===== config.mk =====
export PLATFORM = sky130hd
export DESIGN_NAME = wb_cmd_master
export DESIGN_NICKNAME = d
export VERILOG_FILES = /design/src/rtl/wb_cmd_master.sv
export SDC_FILE = /design/constraint.sdc
export NUM_CORES = 1
export LEC_CHECK = 0
export CAP_MARGIN = 20
export CORE_MARGIN = 1.5
export CORE_UTILIZATION = 54
export CTS_CLUSTER_DIAMETER = 40
export DETAILED_ROUTE_END_ITERATION = 16
export GPL_TIMING_DRIVEN = 0
export PLACE_DENSITY = 0.85
export SYNTH_ARGS = -nofsm -noshare
export SYNTH_HDL_FRONTEND = slang
export SYNTH_SLANG_ARGS = --single-unit

===== constraint.sdc =====
create_clock -name wb_clk_i -period 5.85 [get_ports wb_clk_i]
set_input_delay 0.585 -clock wb_clk_i [delete_from_list [all_inputs] [get_ports wb_clk_i]]
set_output_delay 0.585 -clock wb_clk_i [all_outputs]
set_load 0.02 [all_outputs]

===== src/rtl/wb_cmd_master.sv =====
// Wishbone classic initiator: turns single local commands into single-word bus
// cycles (writes, 1-4 word incrementing reads) with a per-cycle ack watchdog.
module wb_cmd_master #(
  parameter int unsigned TIMEOUT  = 255,
  parameter int unsigned TO_WIDTH = 8
) (
  input  logic        wb_clk_i,
  input  logic        wb_rst_i,
  input  logic        cmd_valid,
  output logic        cmd_ready,
  input  logic        cmd_we,
  input  logic [15:0] cmd_adr,
  input  logic [15:0] cmd_dat,
  input  logic [1:0]  cmd_len,
  output logic        resp_valid,
  input  logic        resp_ready,
  output logic [15:0] resp_dat,
  output logic        resp_err,
  output logic        resp_last,
  output logic        wb_cyc_o,
  output logic        wb_stb_o,
  output logic        wb_we_o,
  output logic [15:0] wb_adr_o,
  output logic [15:0] wb_dat_o,
  input  logic [15:0] wb_dat_i,
  input  logic        wb_ack_i
);

  typedef enum logic [1:0] {IDLE, BUS, RESP} state_t;

  localparam logic [TO_WIDTH-1:0] TO_LAST = TO_WIDTH'(TIMEOUT - 1);

  state_t              state_q, state_d;
  logic                we_q, we_d;
  logic [15:0]         adr_q, adr_d;
  logic [15:0]         dat_q, dat_d;
  logic [1:0]          rem_q, rem_d;
  logic [TO_WIDTH-1:0] wd_q, wd_d;
  logic                cmd_ready_q, cmd_ready_d;
  logic                cyc_q, cyc_d;
  logic                wb_we_q, wb_we_d;
  logic [15:0]         wb_adr_q, wb_adr_d;
  logic [15:0]         wb_dat_q, wb_dat_d;
  logic                resp_valid_q, resp_valid_d;
  logic [15:0]         resp_dat_q, resp_dat_d;
  logic                resp_err_q, resp_err_d;
  logic                resp_last_q, resp_last_d;
  logic                timeout_hit;

  assign timeout_hit = (TIMEOUT != 0) && (wd_q == TO_LAST);

  always_ff @(posedge wb_clk_i or posedge wb_rst_i) begin
    if (wb_rst_i) begin
      state_q      <= IDLE;
      we_q         <= 1'b0;
      adr_q        <= '0;
      dat_q        <= '0;
      rem_q        <= '0;
      wd_q         <= '0;
      cmd_ready_q  <= 1'b1;
      cyc_q        <= 1'b0;
      wb_we_q      <= 1'b0;
      wb_adr_q     <= '0;
      wb_dat_q     <= '0;
      resp_valid_q <= 1'b0;
      resp_dat_q   <= '0;
      resp_err_q   <= 1'b0;
      resp_last_q  <= 1'b0;
    end else begin
      state_q      <= state_d;
      we_q         <= we_d;
      adr_q        <= adr_d;
      dat_q        <= dat_d;
      rem_q        <= rem_d;
      wd_q         <= wd_d;
      cmd_ready_q  <= cmd_ready_d;
      cyc_q        <= cyc_d;
      wb_we_q      <= wb_we_d;
      wb_adr_q     <= wb_adr_d;
      wb_dat_q     <= wb_dat_d;
      resp_valid_q <= resp_valid_d;
      resp_dat_q   <= resp_dat_d;
      resp_err_q   <= resp_err_d;
      resp_last_q  <= resp_last_d;
    end
  end

  always_comb begin
    state_d      = state_q;
    we_d         = we_q;
    adr_d        = adr_q;
    dat_d        = dat_q;
    rem_d        = rem_q;
    wd_d         = wd_q;
    cmd_ready_d  = cmd_ready_q;
    cyc_d        = cyc_q;
    wb_we_d      = wb_we_q;
    wb_adr_d     = wb_adr_q;
    wb_dat_d     = wb_dat_q;
    resp_valid_d = resp_valid_q;
    resp_dat_d   = resp_dat_q;
    resp_err_d   = resp_err_q;
    resp_last_d  = resp_last_q;

    unique case (state_q)
      IDLE: begin
        if (cmd_valid) begin
          we_d        = cmd_we;
          adr_d       = cmd_adr;
          dat_d       = cmd_we ? cmd_dat : '0;
          rem_d       = cmd_we ? 2'd0 : cmd_len;
          wd_d        = '0;
          cmd_ready_d = 1'b0;
          cyc_d       = 1'b1;
          wb_we_d     = cmd_we;
          wb_adr_d    = cmd_adr;
          wb_dat_d    = cmd_we ? cmd_dat : '0;
          state_d     = BUS;
        end
      end
      BUS: begin
        wd_d = wd_q + TO_WIDTH'(1);
        // Ack is tested first so an ack on the final watchdog cycle still completes.
        if (wb_ack_i || timeout_hit) begin
          cyc_d        = 1'b0;
          wb_we_d      = 1'b0;
          wb_adr_d     = '0;
          wb_dat_d     = '0;
          resp_valid_d = 1'b1;
          state_d      = RESP;
          if (wb_ack_i) begin
            resp_dat_d  = we_q ? 16'h0000 : wb_dat_i;
            resp_err_d  = 1'b0;
            resp_last_d = (rem_q == 2'd0);
          end else begin
            resp_dat_d  = '0;
            resp_err_d  = 1'b1;
            resp_last_d = 1'b1;
            rem_d       = '0;
          end
        end
      end
      RESP: begin
        if (resp_ready) begin
          resp_valid_d = 1'b0;
          resp_dat_d   = '0;
          resp_err_d   = 1'b0;
          resp_last_d  = 1'b0;
          if (resp_last_q) begin
            cmd_ready_d = 1'b1;
            state_d     = IDLE;
          end else begin
            adr_d    = adr_q + 16'd1;
            rem_d    = rem_q - 2'd1;
            wd_d     = '0;
            cyc_d    = 1'b1;
            wb_we_d  = we_q;
            wb_adr_d = adr_q + 16'd1;
            wb_dat_d = dat_q;
            state_d  = BUS;
          end
        end
      end
      default: state_d = IDLE;
    endcase
  end

  assign cmd_ready  = cmd_ready_q;
  assign wb_cyc_o   = cyc_q;
  assign wb_stb_o   = cyc_q;
  assign wb_we_o    = wb_we_q;
  assign wb_adr_o   = wb_adr_q;
  assign wb_dat_o   = wb_dat_q;
  assign resp_valid = resp_valid_q;
  assign resp_dat   = resp_dat_q;
  assign resp_err   = resp_err_q;
  assign resp_last  = resp_last_q;

endmodule


Word level (Yosys, flattened, before mapping)
Cells that the tools add are included.
{ "op_classes": {"n_mul": 0, "n_bitwise": 0, "n_lt_le_gt_ge": 0, "muxes": 54, "reduce_logical": 14, "shift": 0, "n_eq_ne": 9, "div": 0, "addsub": 3} }
{ "ops": {"columns": ["op", "count"], "rows": [
  ["16-bit two-way mux", 12],
  ["16-bit case mux with 3 select lines", 2],
  ["16-bit case mux with 2 select lines", 2],
  ["8-bit two-way mux", 3],
  ["8-bit case mux with 3 select lines", 1],
  ["2-bit two-way mux", 9],
  ["1-bit two-way mux", 17],
  ["16-bit by 1-bit adder with 16-bit output (second input constant)", 1],
  ["2-bit != test (second input constant)", 6],
  ["2-bit case mux with 3 select lines", 2],
  ["4-bit AND reduction", 3],
  ["8-bit by 1-bit adder with 8-bit output (second input constant)", 1],
  ["8-bit equality test (second input constant)", 1],
  ["1-bit case mux with 2 select lines", 4],
  ["1-bit case mux with 3 select lines", 2],
  ["3-bit AND reduction", 2],
  ["6-bit AND reduction", 1],
  ["5-bit AND reduction", 1],
  ["2-bit zero test", 2],
  ["2-bit nonzero test", 2],
  ["3-bit nonzero test", 1],
  ["2-bit by 1-bit equality test with 1-bit output (second input constant)", 1],
  ["2-bit equality test (second input constant)", 1],
  ["2-bit AND reduction", 1],
  ["2 further kinds", 2]
]} }
{ "word_totals": {"wordCells": 95, "register_bits": 99, "latchBits": 0, "mem_bits_rw": 0, "output_inout_bits": 55, "n_memories": 0, "rom_bits": 0} }

Logic depth before layout (Yosys ltp)
Gate-level depths: netlist of the first run.
{ "logic_depth": {"depth_word": 4, "mapped_depth": 9, "mapped_depth_nobuf": 7} }

Worst setup path after synthesis of the first run
Ideal clock, no wire load.
{ "synth_path": {"path_kind": "reg-to-reg", "from": "register adr_q[0]", "to": "register wb_adr_q[10] (netlist: wb_adr_o[10])", "synth_period_minus_slack_ns": 1.923, "arrival_ns": 1.796, "path_stages_with_launch": 8, "setup_slack_ns": 3.927, "required_ns": 5.723, "setup_ns": 0.127, "cell_sequence": "dfrtp_1 -> ha_1 -> nand2_1 -> or4_1 -> buf_2 -> xnor2_1 -> a221oi_1 -> nor2_1"} }
{ "synth_via": {"elab_chain_cells": 4} }
{ "synth_rtl": {"columns": ["element", "line_no", "rtl"], "rows": [
  ["from (decl)", "35", "logic [15:0] adr_q, adr_d;"],
  ["from (signal assigned)", "72", "adr_q <= adr_d;"],
  ["16-bit by 1-bit adder with 16-bit output", "158", "wb_adr_d = adr_q + 16'd1;"],
  ["16-bit two-way mux", "149", "if (resp_last_q) begin"],
  ["16-bit two-way mux", "144", "if (resp_ready) begin"],
  ["16-bit case mux with 3 select lines", "105", "unique case (state_q)"],
  ["to (signal assigned)", "79", "wb_adr_q <= wb_adr_d;"],
  ["to (decl)", "42", "logic [15:0] wb_adr_q, wb_adr_d;"]
]} }
No other way between the ends. The select of a mux whose other input is x is not followed.
A chain may end at the register's enable or synchronous reset.

Worst setup path after layout of the first run
{ "layout_path": {"from": "register state_q[0]", "to": "register wb_we_q (netlist: wb_we_o)"} }
{ "layout_via": {"elab_chain_cells": 3} }
{ "layout_rtl": {"columns": ["element", "line_no", "rtl"], "rows": [
  ["from (decl)", "33", "state_t state_q, state_d;"],
  ["from (signal assigned)", "70", "state_q <= state_d;"],
  ["2-bit equality test (tied with other cells)", "105", null],
  ["2-bit != test (no line) / 3-bit nonzero test (equally long branches)", null, null],
  ["5-bit AND reduction (no line)", null, null],
  ["to (signal assigned)", "78", "wb_we_q <= wb_we_d;"],
  ["to (decl)", "41", "logic wb_we_q, wb_we_d;"]
]} }
Several ways; a longest one is shown, not always the timed one.

==> metrics.txt, run 1 <==
pwr dens=585 nW/um^2; global-route usage over all layers=0.287; Max Slew Vio Count=0; FF-to-FF setup slack=3.21 ns; peak supply drop=273 uV; leading register cell type out of synthesis=dfrtp_1; CTS root buf=clkbuf_8; Filler cells=646; MaxCap Viol Count=0; I/O Pins=111; Least-Margin Pin Slew=0.855 ns; Worst Hold Class=flip-flop to flip-flop; sw frac=0.458; Worst Path Required=6.10 ns; CP cell instances=inv_1 > ha_1 > nor2b_1 > a211oi_1 > nand2_1 > buf_2 > a221oi_1 > nor2_1; Post-CTS Resized=0; Top delay family on crit path=compound AO/OA/AOI/OAI gates; CP Max Fanout=10; Crit. path cell count=8; Ys Warns=0; worst path arrival time=2.89 ns; full die area=9420 um^2; DIE HEIGHT=97.1 um; H-tree levels=3; Total Wirelength=13.0 mm; Worst Clk Skew=0.0173 ns; die width=97.1 um; RSZ-0062 raised after global routing=no; Worst setup startpoint=state_q[0]$_DFFE_PP0P_; post-layout min period=2.64 ns; CTS tree=done; Final ANT Viol Nets=0; layout cells sized above 1=0.0604; # port buffers=109; CP max stage cell=a221oi_1; starting density of the core=0.553; pin count of the biggest net entering global routing=56; Hold Buf Count CTS=0; Setup crit end=wb_we_o$_DFFE_PP0P_; total gr overflow=0; Mapped Nets=583; Internal=1980 uW; Core Area=8640 um^2; DR iter-0 viols=264; setup violators final=0; utilization after layout=0.722; Max stage delay on crit path=0.46 ns; Detailed Routing Iterations Pass 1=6; CP Class=flip-flop to flip-flop; first-pass GRT wire length=21.8 mm; DR DRC count=0; Post-CTS Setup Repair Bufs=0; startpoint type of the worst setup path=flip-flop; Cell Area, Synth=4780 um^2; Max Fclk=0.379 GHz; Hold Vio Cnt, Final=0; period utilisation layout=0.450; clock power share=0.120; gpl congestion=0.944; R2R depth=8; initial antenna violation count=0; RR Endpoint=wb_we_o$_DFFE_PP0P_; run status=completed; Clock Path Buffers=2; vias in the first global route=4,504; number of CTS-inserted buffers=9; Worst-Skew Late Latency=0.38 ns; Synth Area per Inst=9.21 um^2; vias per cell=5.88; routed len/inst=17.3 um; Post-synth EDFFs=0; combinational power share=0.543; Seq/Total Area, Yosys=0.519; flops & latches, synth=99; Syn-to-layout area delta=30.5%; clock slew seen by the registers of the worst setup and hold paths=0.10 ns; relative slew slack=0.426; Reg power frac=0.337; Setup TNS=0 ns; Pwr Total=3650 uW; Lkg Pwr=0.00268 uW; library cells used by synthesis=52; CTS Sinks=99; asr flop ratio synth=1.00; Place WS=3.06 ns; Vias=4,432; nets=705; final setup margin=3.21 ns; Rows=34; number of diodes=0; worst r2r src=state_q[0]$_DFFE_PP0P_; Post-DP HPWL=9.45 mm; CP Capture Type=flip-flop; Psw=1670 uW; buffers and inverters on the worst path=2; Post-Synthesis Cells=519
-- metrics by stage --
stage	area [um^2]	cells	hold slack [ns]
after floorplan	4780	519	0.450
after global placement	6010	736	0.461
after detailed placement	6050	738	0.470
after CTS	6240	754	0.493
after global routing	6240	754	0.522
final	6240	754	0.489
-- cell type report --
class                           instances  area, um^2  share of cell area
Buffer                                 34         144              0.0231
Clock buffer                            9         124              0.0199
Clock inverter                          7        67.6              0.0108
Inverter                               15        58.8             0.00943
Multi-Input combinational cell        371        2100               0.337
Sequential cell                        99        2480               0.397
Tap cell                              108         135              0.0217
Timing Repair Buffer                  111        1130               0.181
-- how the worst min path moves through the flow --
stage	start	to	slack, ns	cells after the start
floorplan	dat_q[0]$_DFFE_PP0P_	dat_q[0]$_DFFE_PP0P_	0.45	2
global placement	resp_err$_DFFE_PP0P_	resp_err$_DFFE_PP0P_	0.46	2
detailed placement	wb_dat_o[3]$_DFFE_PP0P_	wb_dat_o[3]$_DFFE_PP0P_	0.47	2
CTS	wb_dat_o[3]$_DFFE_PP0P_	wb_dat_o[3]$_DFFE_PP0P_	0.49	2
global route	wb_adr_o[6]$_DFFE_PP0P_	wb_adr_o[6]$_DFFE_PP0P_	0.52	1
finish	wb_dat_o[3]$_DFFE_PP0P_	wb_dat_o[3]$_DFFE_PP0P_	0.49	2
-- Yosys cell counts, types with 4 or more instances --
cell | instances | area share
nand3_1 | 17 | 0.018
o211ai_1 | 5 | 0.0079
nor2_1 | 51 | 0.040
nand2b_1 | 4 | 0.0052
a22o_1 | 16 | 0.029
a221oi_1 | 10 | 0.018
xnor2_1 | 8 | 0.015
mux2i_1 | 6 | 0.013
xor2_1 | 12 | 0.022
nor3_1 | 4 | 0.0042
dfrtp_1 | 98 | 0.51
a2bb2oi_1 | 4 | 0.0073
buf_2 | 10 | 0.010
clkbuf_1 | 22 | 0.017
ha_1 | 8 | 0.021
nand2_1 | 90 | 0.071
inv_1 | 13 | 0.010
o21ai_0 | 48 | 0.050
o22ai_1 | 6 | 0.0079
a21oi_1 | 39 | 0.041
nand4_1 | 5 | 0.0065
-- power by group through the flow --
stage                     clock, uW  combinational (uW)  sequential [uW]
final                           438                1980             1230
after global routing            473                2150             1270
after CTS                       437                1980             1220
after detailed placement          0                1960             1240
after global placement            0                1890             1220
after floorplan                   0                 991             1420
-- cells in the final DEF, fill, tap and decap left out, drive strengths merged, types with 8 or more instances in the layout --
cell type and count:
clkdlybuf4s50 109, dfrtp 98, nand2 90, nor2 53, o21ai 48, a21oi 39
clkbuf 31, nand3 17, inv 17, a22o 16, buf 13, xor2 12
a221oi 10, xnor2 8, ha 8
-- metal layers --
| metal | wire (um) | share of wire | up-vias | GRT usage |
|---|---|---|---|---|
| met1 | 5330 | 0.41 | 2141 | 0.371 |
| met2 | 6480 | 0.50 | 204 | 0.473 |
| met3 | 890 | 0.068 | 37 | 0.0496 |
| met4 | 339 | 0.026 | 0 | 0.134 |
| li1 | - | - | 2050 | - |
| met5 | 0 | 0 | - | 0 |
-- kinds of logic after synthesis --
logic type / after synthesis / share of synthesized area
and+or+nand+nor: 190 / 0.174
xor gates and xnor gates: 20 / 0.0366
DFF: 99 / 0.519
AOI/OAI and AO/OA: 146 / 0.193
buffers and inverters: 49 / 0.0419
adders and majority gates: 8 / 0.0209
muxes: 7 / 0.0149
-- sequential cells by signal (all words and copies together) (netlist names), 2 cells and up --
register,flops
adr_q,16
dat_q,16
rem_q,2
resp_dat,16
state_q,2
wb_adr_o,16
wb_dat_o,16
wd_q,8
-- tightest hold or removal path, stage by stage (launching register included) --
cell	delay (ns)
dfrtp_1	0.36
nand2_1	0.04
o21ai_0	0.06
No activity file was read; power rests on OpenSTA's default activity.
==> inputs of run 2 (changes only) <==
- CORE_UTILIZATION: 54 -> 45
- PLACE_DENSITY: 0.85 -> 0.76
- clock period: 5.85 -> 2.4 ns (I/O delays scaled with it)
==> run 2 against run 1 <==
Register-to-register slack got worse by 3.0 ns. Fmax rose by 21%. First-iteration DRC count fell by 35%. Die area rose by 19%. Highest routed layer unchanged.
==> metrics.txt, run 2 (synthesis results as in run 1) <==
FF-to-FF setup slack=0.22 ns (was 3.21 ns); DR iter-0 viols=172 (was 264); Hold Vio Cnt, Final=0 (unchanged); Vias=4,305 (was 4,432); Lkg Pwr=0.00273 uW (was 0.00268 uW); die width=106 um (was 97.1 um); # port buffers=109 (unchanged); first-pass GRT wire length=21.0 mm (was 21.8 mm); total gr overflow=0 (unchanged); starting density of the core=0.463 (was 0.553); CTS tree=done (unchanged); MaxCap Viol Count=0 (unchanged); Worst setup startpoint=state_q[0]$_DFFE_PP0P_ (unchanged); Detailed Routing Iterations Pass 1=5 (was 6); vias in the first global route=4,277 (was 4,504); final instance area=6360 um^2 (was 6240 um^2); pwr dens=1410 nW/um^2 (was 585 nW/um^2); most frequent cells in the layout=clkdlybuf4s50_1, dfrtp_1, nand2_1 (unchanged); nets=709 (was 705); DIE HEIGHT=106 um (was 97.1 um); Non-Filler Instances=786 (was 754); initial antenna violation count=0 (unchanged); run status=completed (unchanged); final setup margin=0.216 ns (was 3.21 ns); I/O Pins=111 (unchanged); global-route usage over all layers=0.237 (was 0.287); period utilisation layout=0.910 (was 0.450); DR DRC count=0 (unchanged); CP max stage cell=dfrtp_1 (was a221oi_1); CTS Sinks=99 (unchanged); worst path arrival time=2.45 ns (was 2.89 ns); number of diodes=0 (unchanged); Max Fclk=0.458 GHz (was 0.379 GHz); setup violators final=0 (unchanged); CP Class=flip-flop to flip-flop (unchanged); CP Capture Type=flip-flop (unchanged); Rows=37 (was 34); Clock Path Buffers=2 (unchanged); clock slew seen by the registers of the worst setup and hold paths=0.10 ns (about the same); pin count of the biggest net entering global routing=33 (was 56); full die area=11,200 um^2 (was 9420 um^2); vias per cell=5.48 (was 5.88); area post-placement=6120 um^2 (was 6050 um^2); routed len/inst=16.1 um (was 17.3 um); Worst-Skew Late Latency=0.39 ns (was 0.38 ns); WHS=0.240 ns (was 0.489 ns); Syn-to-layout area delta=33.1% (was 30.5%); R2R depth=8 (unchanged); Worst Clk Skew=0.0127 ns (was 0.0173 ns); relative slew slack=0.635 (was 0.426); H-tree levels=3 (unchanged); Post-DP HPWL=9.38 mm (was 9.45 mm); Pwr Total=8950 uW (was 3650 uW); Core Area=10,300 um^2 (was 8640 um^2); number of CTS-inserted buffers=9 (unchanged); Least-Margin Pin Slew=0.547 ns (was 0.855 ns); worst r2r src=state_q[0]$_DFFE_PP0P_ (unchanged); layout cells sized above 1=0.0754 (was 0.0604); Hold Buf Count CTS=0 (unchanged); Post-Place Cells=768 (was 738); Total Wirelength=12.7 mm (was 13.0 mm); CP Max Fanout=10 (unchanged); Max Slew Vio Count=0 (unchanged); RR Endpoint=wb_we_o$_DFFE_PP0P_ (unchanged); Worst Path Required=2.67 ns (was 6.10 ns); gpl congestion=0.901 (was 0.944); post-layout min period=2.18 ns (was 2.64 ns); startpoint type of the worst setup path=flip-flop (unchanged); most common cell after layout, fill and taps aside=clkdlybuf4s50_1 (unchanged); Max stage delay on crit path=0.39 ns (was 0.46 ns); CP cell instances=inv_1 > ha_1 > nor2b_1 > a211oi_2 > nand2_2 > buf_2 > a221oi_1 > nor2_1 (was inv_1 > ha_1 > nor2b_1 > a211oi_1 > nand2_1 > buf_2 > a221oi_1 > nor2_1); Place WS=0.0442 ns (was 3.06 ns); peak supply drop=612 uV (was 273 uV); Filler cells=873 (was 646); Final ANT Viol Nets=0 (unchanged); Worst Hold Class=input port to asynchronous set/reset pin (was flip-flop to flip-flop); RSZ-0062 raised after global routing=no (unchanged); CTS root buf=clkbuf_8 (unchanged)
-- run 2: area by class of cell --
cell class	instances	area, um^2	share of cell area
Inverter	15	60.1	0.00944
Buffer	34	148	0.0232
Clock buffer	9	124	0.0195
Sequential cell	99	2480	0.390
Timing Repair Buffer	115	1180	0.185
Tap cell	136	170	0.0268
Multi-Input combinational cell	371	2120	0.333
Clock inverter	7	82.6	0.0130
-- run 2: power breakdown --
| group | switching [uW] | internal [uW] |
|---|---|---|
| clock | 647 | 501 |
| sequential | 547 | 2450 |
| combinational | 2820 | 1990 |
-- run 2: worst max-delay path, delay by kind of cell (launching register included) --
kind	cells	cell delay, ns
buffers and inverters	2	0.35
AO/OA/AOI/OAI	2	0.63
AND/OR/NAND/NOR	3	0.43
adder cells (fa/ha/maj)	1	0.27
flip-flops	1	0.39
-- run 2: metal layers --
layer	global-route usage	part of all wire	routed length (um)
met1	0.314	0.44	5550
met2	0.387	0.49	6160
met3	0.0417	0.055	698
met4	0.0946	0.020	257
met5	0	0	0
-- run 2: worst max-delay path by stage --
stage	endpoint	cells past startpoint	slack (ns)
2_1_floorplan	wb_adr_o[10]$_DFFE_PP0P_	7	0.48
3_3_place_gp	dat_q[5]$_DFFE_PP0P_	2	-0.02
3_5_place_dp	resp_dat[0]$_DFFE_PP0P_	6	0.04
4_1_cts	resp_dat[0]$_DFFE_PP0P_	6	0.03
5_1_grt	adr_q[2]$_DFFE_PP0P_	9	0.05
6_report	wb_we_o$_DFFE_PP0P_	8	0.22
-- run 2: repair_timing --
| item | 4_1_cts | 5_1_grt |
|---|---|---|
| resized for setup | 0 | 9 |
| setup endpoints to repair | 0 | 40 |
| setup buffers | 0 | 2 |
-- run 2: stage by stage --
step	TNS, ns	utilization
after floorplan	0	-
after global placement	-1.32	0.586
after detailed placement	0	0.593
after CTS	0	0.613
after global routing	0	0.616
final	0	0.616
==> inputs of run 3 (changes only) <==
- HOLD_SLACK_MARGIN: not set -> 0.03
- RECOVER_POWER: not set -> 100
==> run 3 against run 2 <==
Wire length shrank 0.43%. Sequential power about the same. Register-to-register slack lost 0.06 ns. First-iteration DRC count increased by 30%. Clock skew is essentially flat. Critical endpoint unchanged. Final cell count is the same. Via count about the same. Utilization is 0.32 points lower. Combinational power down 4%. Sequential share of layout area grew 0.20 points. Design area fell by 0.51%.
==> metrics.txt, run 3 (synthesis results as in run 1) <==
final setup margin=0.154 ns (was 0.216 ns); Least-Margin Pin Slew=1.06 ns (was 0.547 ns); setup violators final=0 (unchanged); worst r2r src=state_q[0]$_DFFE_PP0P_ (unchanged); Core Area=10,300 um^2 (unchanged); Reg power frac=0.340 (was 0.335); RSZ-0062 raised after global routing=no (unchanged); period utilisation layout=0.936 (was 0.910); Final ANT Viol Nets=0 (unchanged); most frequent cells in the layout=dfrtp_1, nand2_1, dlygate4sd3_1 (was clkdlybuf4s50_1, dfrtp_1, nand2_1); Hold Vio Cnt, Final=0 (unchanged); Worst Hold Class=input port to flip-flop (was input port to asynchronous set/reset pin); DR DRC count=0 (unchanged); DR iter-0 viols=223 (was 172); CP Capture Type=flip-flop (unchanged); Rows=37 (unchanged); number of diodes=0 (unchanged); nets=709 (unchanged); run status=completed (unchanged); global-route usage over all layers=0.237 (unchanged); startpoint type of the worst setup path=flip-flop (unchanged); most common cell after layout, fill and taps aside=dfrtp_1 (was clkdlybuf4s50_1); post-layout min period=2.25 ns (was 2.18 ns); Internal=4760 uW (was 4940 uW); Clock Path Buffers=2 (unchanged); Max Slew Vio Count=0 (unchanged); Worst Clk Skew=0.0127 ns (about the same); routed len/inst=16.1 um (about the same); I/O Pins=111 (unchanged); Vias=4,303 (was 4,305); Post-Place Cells=768 (unchanged); clock power share=0.131 (was 0.128); CP Class=flip-flop to flip-flop (unchanged); Max stage delay on crit path=0.39 ns (about the same); Psw=3980 uW (was 4010 uW); Setup crit end=wb_we_o$_DFFE_PP0P_ (unchanged); CTS tree=done (unchanged); gpl congestion=0.901 (unchanged); CP cell instances=inv_1 > ha_1 > nor2b_1 > a211oi_2 > nand2_2 > clkbuf_2 > a221oi_1 > nor2_1 (was inv_1 > ha_1 > nor2b_1 > a211oi_2 > nand2_2 > buf_2 > a221oi_1 > nor2_1); initial antenna violation count=0 (unchanged); starting density of the core=0.463 (unchanged); RR Endpoint=wb_we_o$_DFFE_PP0P_ (unchanged); Filler cells=876 (was 873); Lkg Pwr=0.00282 uW (was 0.00273 uW); Detailed Routing Iterations Pass 1=6 (was 5); die width=106 um (unchanged); Total Wirelength=12.6 mm (was 12.7 mm); worst path arrival time=2.51 ns (was 2.45 ns); peak supply drop=576 uV (was 612 uV); CTS root buf=clkbuf_8 (unchanged); clock slew seen by the registers of the worst setup and hold paths=0.11 ns (was 0.10 ns); CP max stage cell=dfrtp_1 (unchanged); H-tree levels=3 (unchanged); R2R depth=8 (unchanged); # port buffers=109 (unchanged); Worst Path Required=2.67 ns (about the same); first-pass GRT wire length=21.0 mm (unchanged); Non-Filler Instances=786 (unchanged); Post-DP HPWL=9.38 mm (unchanged); Max Fclk=0.445 GHz (was 0.458 GHz); number of CTS-inserted buffers=9 (unchanged); CTS Sinks=99 (unchanged); layout cells sized above 1=0.0723 (was 0.0754); DIE HEIGHT=106 um (unchanged); Syn-to-layout area delta=32.4% (was 33.1%); MaxCap Viol Count=0 (unchanged); CP Max Fanout=10 (unchanged); combinational power share=0.529 (was 0.537); pin count of the biggest net entering global routing=33 (unchanged); total gr overflow=0 (unchanged); area post-placement=6120 um^2 (unchanged); Worst setup startpoint=state_q[0]$_DFFE_PP0P_ (unchanged); FF-to-FF setup slack=0.15 ns (was 0.22 ns); vias in the first global route=4,277 (unchanged); full die area=11,200 um^2 (unchanged); vias per cell=5.47 (was 5.48); pwr dens=1380 nW/um^2 (was 1410 nW/um^2); Hold Buf Count CTS=0 (unchanged); final instance area=6330 um^2 (was 6360 um^2); Place WS=0.0442 ns (unchanged); relative slew slack=0.286 (was 0.635); Worst-Skew Late Latency=0.39 ns (about the same); sw frac=0.455 (was 0.448)
[run 3: timing repair]
action,4_1_cts,5_1_grt
endpoints found under the setup margin,0,40
gates resized for setup,0,9
setup buffers,0,2
[run 3: power groups by stage]
stage	combinational [uW]	clock, uW	sequential, uW
after floorplan	2420	0	3450
after global placement	4600	0	2980
after detailed placement	4730	0	3010
after CTS	4760	1160	2980
after global routing	5090	1230	3070
final	4630	1150	2970
[run 3: layout make-up]
type / count / area [um^2] / share of cell area
flip-flops and latches: 99 / 2480 / 0.392
multi-input cells: 371 / 2110 / 0.334
repair buffers: 115 / 1150 / 0.183
well taps: 136 / 170 / 0.0269
plain buffers: 34 / 146 / 0.0231
clock buffers: 9 / 124 / 0.0196
clock inverters: 7 / 82.6 / 0.0131
inverters: 15 / 57.6 / 0.00910
[run 3: worst max-delay path, delay by kind of cell, from the launching register on]
family | cells | cell delay [ns]
AO/OA/AOI/OAI | 2 | 0.66
adder cells (fa/ha/maj) | 1 | 0.27
buffers and inverters | 2 | 0.38
AND/OR/NAND/NOR | 3 | 0.43
flip-flops | 1 | 0.39
[run 3: how the worst min path moves through the flow]
stage / start / endpoint / slack (ns) / cells past startpoint
floorplan: wb_ack_i / resp_err$_DFFE_PP0P_ / 0.34 / 1
global placement: dat_q[0]$_DFFE_PP0P_ / dat_q[0]$_DFFE_PP0P_ / 0.46 / 2
detailed placement: resp_err$_DFFE_PP0P_ / resp_err$_DFFE_PP0P_ / 0.47 / 2
CTS: wb_rst_i / wb_adr_o[12]$_DFFE_PP0P_ / 0.26 / 2
global route: cmd_we / dat_q[10]$_DFFE_PP0P_ / 0.29 / 3
finish: cmd_we / dat_q[10]$_DFFE_PP0P_ / 0.26 / 3
[run 3: per-stage QoR]
stage	power (uW)	TNS [ns]	hold slack [ns]	utilization
after floorplan	5870	0	0.338	-
after global placement	7580	-1.32	0.462	0.586
after detailed placement	7750	0	0.467	0.593
after CTS	8900	0	0.256	0.613
after global routing	9390	0	0.290	0.613
final	8740	0	0.260	0.613
[run 3: layer usage]
metal | track usage | part of all wire | vias up
met2 | 0.387 | 0.49 | 143
met3 | 0.0417 | 0.061 | 21
met1 | 0.314 | 0.43 | 2072
met5 | 0 | 0 | -
met4 | 0.0946 | 0.020 | 0
li1 | - | - | 2067
==> RTL edit 1 (settings of run 2) <==
Take the reset off `resp_dat_q` and load it in a clocked block of its own.
--- a/src/rtl/wb_cmd_master.sv
+++ b/src/rtl/wb_cmd_master.sv
@@ -64,5 +64,4 @@
       wb_dat_q     <= '0;
       resp_valid_q <= 1'b0;
-      resp_dat_q   <= '0;
       resp_err_q   <= 1'b0;
       resp_last_q  <= 1'b0;
@@ -80,8 +79,11 @@
       wb_dat_q     <= wb_dat_d;
       resp_valid_q <= resp_valid_d;
-      resp_dat_q   <= resp_dat_d;
       resp_err_q   <= resp_err_d;
       resp_last_q  <= resp_last_d;
     end
+  end
+
+  always_ff @(posedge wb_clk_i) begin
+    resp_dat_q <= resp_dat_d;
   end
 
Formal check against the unedited RTL: differs if wb_rst_i is asserted again (counterexample within 4 cycles, from zero or initial values and one cycle with wb_rst_i high); with wb_rst_i held inactive, the same outputs for 4 cycles.
==> RTL edit 1 against run 2 <==
Worst setup slack lost 0.084 ns; clock power shrank 11%; sequential power fell by 4%; area after synthesis increased by 1.8%; largest power group unchanged; sequential share of layout area up 0.77 points; sequential cell count unchanged; critical path type unchanged; wire length up 0.13%; cell area increased by 1.2%; critical endpoint is now wb_adr_o[13]; clock skew hardly changed; power decreased by 0.39%; non-clock buffer count up 1.
==> RTL edit 1: results (changes against run 2) <==
Worst setup path
The slowest stage of the critical path is the sky130_fd_sc_hd__dfrtp_1 cell. The data arrival time of the critical path is 2.53 ns (+0.08 ns).

Layout
The number of fill cells in the layout is 896 (+2.6%). The final layout net count is 704 (-0.71%). The share of layout cells above drive strength 1 came to 9.61% (+2.1 points).

Synthesis
The number of enable flip-flop cells after synthesis was 16 (+16). The net count after synthesis is 577 (-1.0%). The fraction of registers with async set or reset after synthesis was 83.8% (-16 points). The sequential cell area fraction in the yosys report is 52.6% (+0.75 points). In the synthesized netlist, the cells that appear most often are sky130_fd_sc_hd__dfrtp_1 (82), sky130_fd_sc_hd__nand2_1 (77), sky130_fd_sc_hd__nor2_1 (61). The number of distinct library cell variants in the gate-level netlist after synthesis is 53 (+1.9%). Yosys attributes the largest share of cell area to sky130_fd_sc_hd__dfrtp_1 (42%), sky130_fd_sc_hd__edfxtp_1 (9.9%), sky130_fd_sc_hd__nand2_1 (5.9%).

Hold path
The type of the worst min-delay path is in -> async.

Placement
The routability-driven placement congestion ratio was 0.891 (-1.1%). The post-detailed-placement half-perimeter wirelength is 9080 um (-3.2%). The post-placement worst setup slack is -0.180 ns (-0.225 ns).

Routing
The detailed-route vias per instance is 5.48 (about the same). The violation count after the first detailed-route iteration is 200 (+16%). The first-pass detailed-route iteration total is 5 (unchanged).

The final routed wire length divided by cell count is 16.2 um (+0.78%).

Global routing
The initial antenna violation count was 0 (unchanged). The global router's overall resource usage came to 23.5% (-0.16 points). The global-route wire length before repair is 21,100 um (+0.39%). The number of global-route vias before repair came to 4,232 (-1.1%). The met2 track demand over resource in global routing is 38.0% (-0.77 points). The fraction of met1 tracks used by global routing was 32.1% (+0.77 points). The largest net degree at the start of global routing is 54 (+64%). The met3 routing resource usage after global routing is 3.47% (-0.70 points).

Power
The peak ir drop on the vdd network is 0.639 mV (+4.3%). The total leakage power is 0.00267 uW (-2.1%).

Clock network
The H-tree depth is 3 (unchanged).

Status
The flow ran to the end, and the final reports show no timing, DRC or antenna violations.

STA
The final worst clock skew is 0.0127 ns (-0.0000670 ns). The relative slew slack came to 61.8% (-1.7 points).
## RTL edit 1: changes by cell type in the layout (fill, tap and decap cells not counted), sizes merged, moves of 4 or more
cell / change
a21oi: -15
and2: +13
a22o: -16
xor2: -4
o211ai: -5
nand3: -4
nand2: -13
a31oi: +15
nor2: +8
o21ai: +4
dfrtp: -16
edfxtp: +16
## RTL edit 1: layout make-up
class                      count  share of cell area, %
sequential                    99                   39.7
multi-input combinational    364                   33.1
timing repair buffer         116                   18.1
tap                          136                   2.64
buffer                        34                   2.51
clock buffer                   9                   1.92
inverter                      16                  0.991
clock inverter                 7                  0.914
## RTL edit 1: final timing paths
path / startpoint / end / slack (ns) / cells after the start
max: state_q[0] / wb_adr_o[13] / 0.13 / 9
min: wb_rst_i / wd_q[4] / 0.20 / 2
max reg2reg: state_q[0] / wb_adr_o[13] / 0.13 / 9
min reg2reg: wb_dat_o[3] / wb_dat_o[3] / 0.49 / 2
max in group asynchronous: wb_rst_i / cmd_ready / 1.55 / 3
min in group wb_clk_i: cmd_we / dat_q[8] / 0.28 / 3
## RTL edit 1: where the power goes
group          internal [uW]  total (uW)  switching, uW
sequential              2460        2890            427
combinational           2020        5010           2990
clock                    394        1020            628
## RTL edit 1: timing repair
action | in CTS | in global routing
setup endpoints to repair | 31 | 33
gates resized for setup | 6 | 15
buffers inserted | 0 | 5
pin swaps | 1 | 2
## RTL edit 1: cells by family (layout without fill, tap and decap cells)
| family | count (synthesis) | in the layout | synth area share (%) |
|---|---|---|---|
| compound gates | 137 | 137 | 17.7 |
| xor+xnor | 16 | 16 | 2.88 |
| fa+ha+maj | 8 | 8 | 2.06 |
| buf+inv | 50 | 182 | 4.40 |
| flops | 99 | 99 | 52.6 |
| mux | 8 | 8 | 1.75 |
| simple gates | 195 | 195 | 18.6 |
## RTL edit 1: stage by stage
stage | power [uW] | cells | area [um2] | utilization (%) | setup TNS (ns)
4_1_cts | 8780 | 776 | 6370 | 61.2 | 0
3_5_place_dp | 7700 | 760 | 6170 | 59.2 | -0.422
5_1_grt | 9580 | 781 | 6440 | 61.8 | 0
3_3_place_gp | 7520 | 758 | 6120 | 58.8 | -115.37
6_report | 8920 | 781 | 6440 | 61.8 | 0
2_1_floorplan | 5910 | 513 | 4860 | - | 0
## RTL edit 1: metal layers
metal | part of all wire (%) | wire length [um] | vias up
met5 | 0 | 0 | -
met4 | 1.6 | 197 | 0
met1 | 43 | 5510 | 2047
met2 | 48 | 6120 | 175
met3 | 6.8 | 861 | 20
li1 | - | - | 2036
==> RTL edit 2 (settings of run 2) <==
Without the edit above. Set the parameter `TO_WIDTH` to 9 (it was 8).
--- a/src/rtl/wb_cmd_master.sv
+++ b/src/rtl/wb_cmd_master.sv
@@ -3,5 +3,5 @@
 module wb_cmd_master #(
   parameter int unsigned TIMEOUT  = 255,
-  parameter int unsigned TO_WIDTH = 8
+  parameter int unsigned TO_WIDTH = 9
 ) (
   input  logic        wb_clk_i,
Formal check against the unedited RTL: no difference found for any inputs over 4 cycles, from zero or initial values and one cycle with wb_rst_i high; that may be too few to reach the edited logic, so the function may still have changed.
==> RTL edit 2 against run 2 <==
Cell area increased by 1.3%; sequential cell count grew 1; worst hold slack improved by 0.061 ns; power shrank 1.3%; non-clock buffer count decreased by 3; clock skew shrank 0.0043 ns; first-iteration DRC count up 70%; synthesized cell count grew 2.5%; wire length rose by 2.8%; sequential share of layout area is 0.12 points lower; area after synthesis is 2.9% higher; worst setup slack worse by 0.13 ns; largest cell class unchanged; largest power group unchanged; highest routed layer unchanged.
==> RTL edit 2: results (changes against run 2) <==
Global routing
The number of global-route vias before repair is 4,336 (+1.4%). The largest net degree at the start of global routing is 42 (+27%). The global-route wire length before repair is 21,500 um (+2.1%). The met3 routing resource usage after global routing is 4.66% (+0.49 points). The global router's overall resource usage is 23.7% (+0.053 points). The met2 track demand over resource in global routing came to 36.6% (-2.2 points).

The fraction of met1 tracks used by global routing was 33.2% (+1.8 points).

Synthesis
Ranked by total cell area, the synthesized netlist is headed by sky130_fd_sc_hd__dfrtp_1 (50%), sky130_fd_sc_hd__nand2_1 (6.6%), sky130_fd_sc_hd__nor2_1 (4.7%). The average cell area after synthesis is 9.25 um2 (+0.42%). For this run, the leading register cell type out of synthesis is sky130_fd_sc_hd__dfrtp_1. The sequential cell area fraction in the yosys report is 50.9% (-0.97 points).

The top cell type's share of synthesized area was 50.4% (-0.95 points). The number of distinct library cell variants in the gate-level netlist after synthesis was 53 (+1.9%). By count the netlist is led by sky130_fd_sc_hd__dfrtp_1 (99), sky130_fd_sc_hd__nand2_1 (86), sky130_fd_sc_hd__nor2_1 (62). The net count after synthesis came to 596 (+2.2%).

Worst setup path
The setup slack of the most critical reg-to-reg path is 0.09 ns (-0.13 ns). The reg-to-reg critical path endpoint is wb_adr_o[12]. The data arrival time of the critical path is 2.59 ns (+0.14 ns).

Status
The flow ran to the end, and the final reports show no timing, DRC or antenna violations.

STA
The final worst clock skew is 0.00843 ns (-0.00429 ns). The transition time at the pin with the least slew margin is 0.623 ns (+0.0753 ns).

Clock network
The number of post-CTS setup repair buffers came to 0 (unchanged). The post-cts resize count is 1 (+1). The H-tree depth is 3 (unchanged). The worst-skew pair later-pin latency was 0.36 ns (-0.03 ns).

Placement
The post-detailed-placement half-perimeter wirelength is 9540 um (+1.7%). The number of placed instances with taps included is 779 (+1.4%). The routability-driven placement congestion ratio came to 0.923 (+2.4%).

Routing
The routed wire length on met3 is 967 um (+39%). The met2 wire length is 6030 um (-2.2%). The overall via count from detail_route came to 4,418 (+2.6%). The final routed wire length divided by cell count is 16.4 um (+1.8%). The violation count after the first detailed-route iteration is 292 (+70%). The met1 wire length was 5870 um (+5.7%). After detailed routing, no signal wire sits above met4.

Layout
The share of layout cells above drive strength 1 is 6.84% (-0.70 points). The final layout net count is 717 (+1.1%). The final instance count without filler cells is 794 (+1.0%).

Power
The peak ir drop on the vdd network came to 0.524 mV (-14%). The total leakage power came to 0.00272 uW (-0.44%).
-- RTL edit 2: cell count changes after synthesis, moves of 3 or more --
cell                      change
sky130_fd_sc_hd__nand2_1      -4
sky130_fd_sc_hd__o21ai_1     +21
sky130_fd_sc_hd__a31oi_1     +14
sky130_fd_sc_hd__o31ai_1      +3
sky130_fd_sc_hd__xor2_1       -6
sky130_fd_sc_hd__o21ai_0     -15
sky130_fd_sc_hd__a21oi_1      -9
sky130_fd_sc_hd__buf_2        -5
sky130_fd_sc_hd__nor4_1       -3
sky130_fd_sc_hd__nor2b_1      +3
sky130_fd_sc_hd__nor2_1      +11
sky130_fd_sc_hd__buf_6        +3
-- RTL edit 2: cell type report --
| class | count | area (um2) |
|---|---|---|
| Tap cell | 136 | 170 |
| Sequential cell | 100 | 2500 |
| Timing Repair Buffer | 111 | 1130 |
| Inverter | 13 | 52.6 |
| Multi-Input combinational cell | 383 | 2190 |
| Fill cell | 903 | 4020 |
| Clock buffer | 10 | 128 |
| Buffer | 35 | 183 |
| Clock inverter | 6 | 88.8 |
-- RTL edit 2: cell families after synthesis --
family	share of synthesized area (%)
xor+xnor	2.85
fa+ha+maj	2.03
mux	1.65
flops	50.9
compound gates	19.8
buf+inv	4.76
simple gates	18.0
-- RTL edit 2: per-stage QoR --
step	area (um2)	hold WS [ns]	worst slack (ns)	TNS (ns)
3_3_place_gp	6180	0.460	-0.0706	-3.91
4_1_cts	6440	0.299	0.0250	0
2_1_floorplan	4920	0.338	0.512	0
5_1_grt	6440	0.325	-0.0530	-0.517
6_report	6440	0.301	0.0893	0
3_5_place_dp	6220	0.474	-0.161	-0.456
-- RTL edit 2: critical path, stage by stage (launching register included) --
cell and delay [ns]:
sky130_fd_sc_hd__dfrtp_1 0.42, sky130_fd_sc_hd__inv_1 0.09, sky130_fd_sc_hd__ha_1 0.25, sky130_fd_sc_hd__buf_2 0.29, sky130_fd_sc_hd__inv_2 0.15, sky130_fd_sc_hd__nor2_2 0.28, sky130_fd_sc_hd__buf_2 0.34, sky130_fd_sc_hd__nand2_1 0.18
sky130_fd_sc_hd__o211ai_1 0.21
-- RTL edit 2: worst max path at each step --
| stage | from | to |
|---|---|---|
| finish | state_q[0] | wb_adr_o[12] |
| detailed placement | state_q[1] | wb_adr_o[12] |
| global route | state_q[1] | resp_dat[9] |
| global placement | state_q[0] | wb_adr_o[14] |
| floorplan | state_q[0] | wb_adr_o[13] |
| CTS | state_q[0] | wb_adr_o[8] |
-- RTL edit 2: power breakdown --
part	switching [uW]	internal (uW)	total [uW]	leakage, uW
logic	2800	1920	4730	0.00134
clock network	578	588	1170	0.000102
registers	529	2410	2940	0.00128
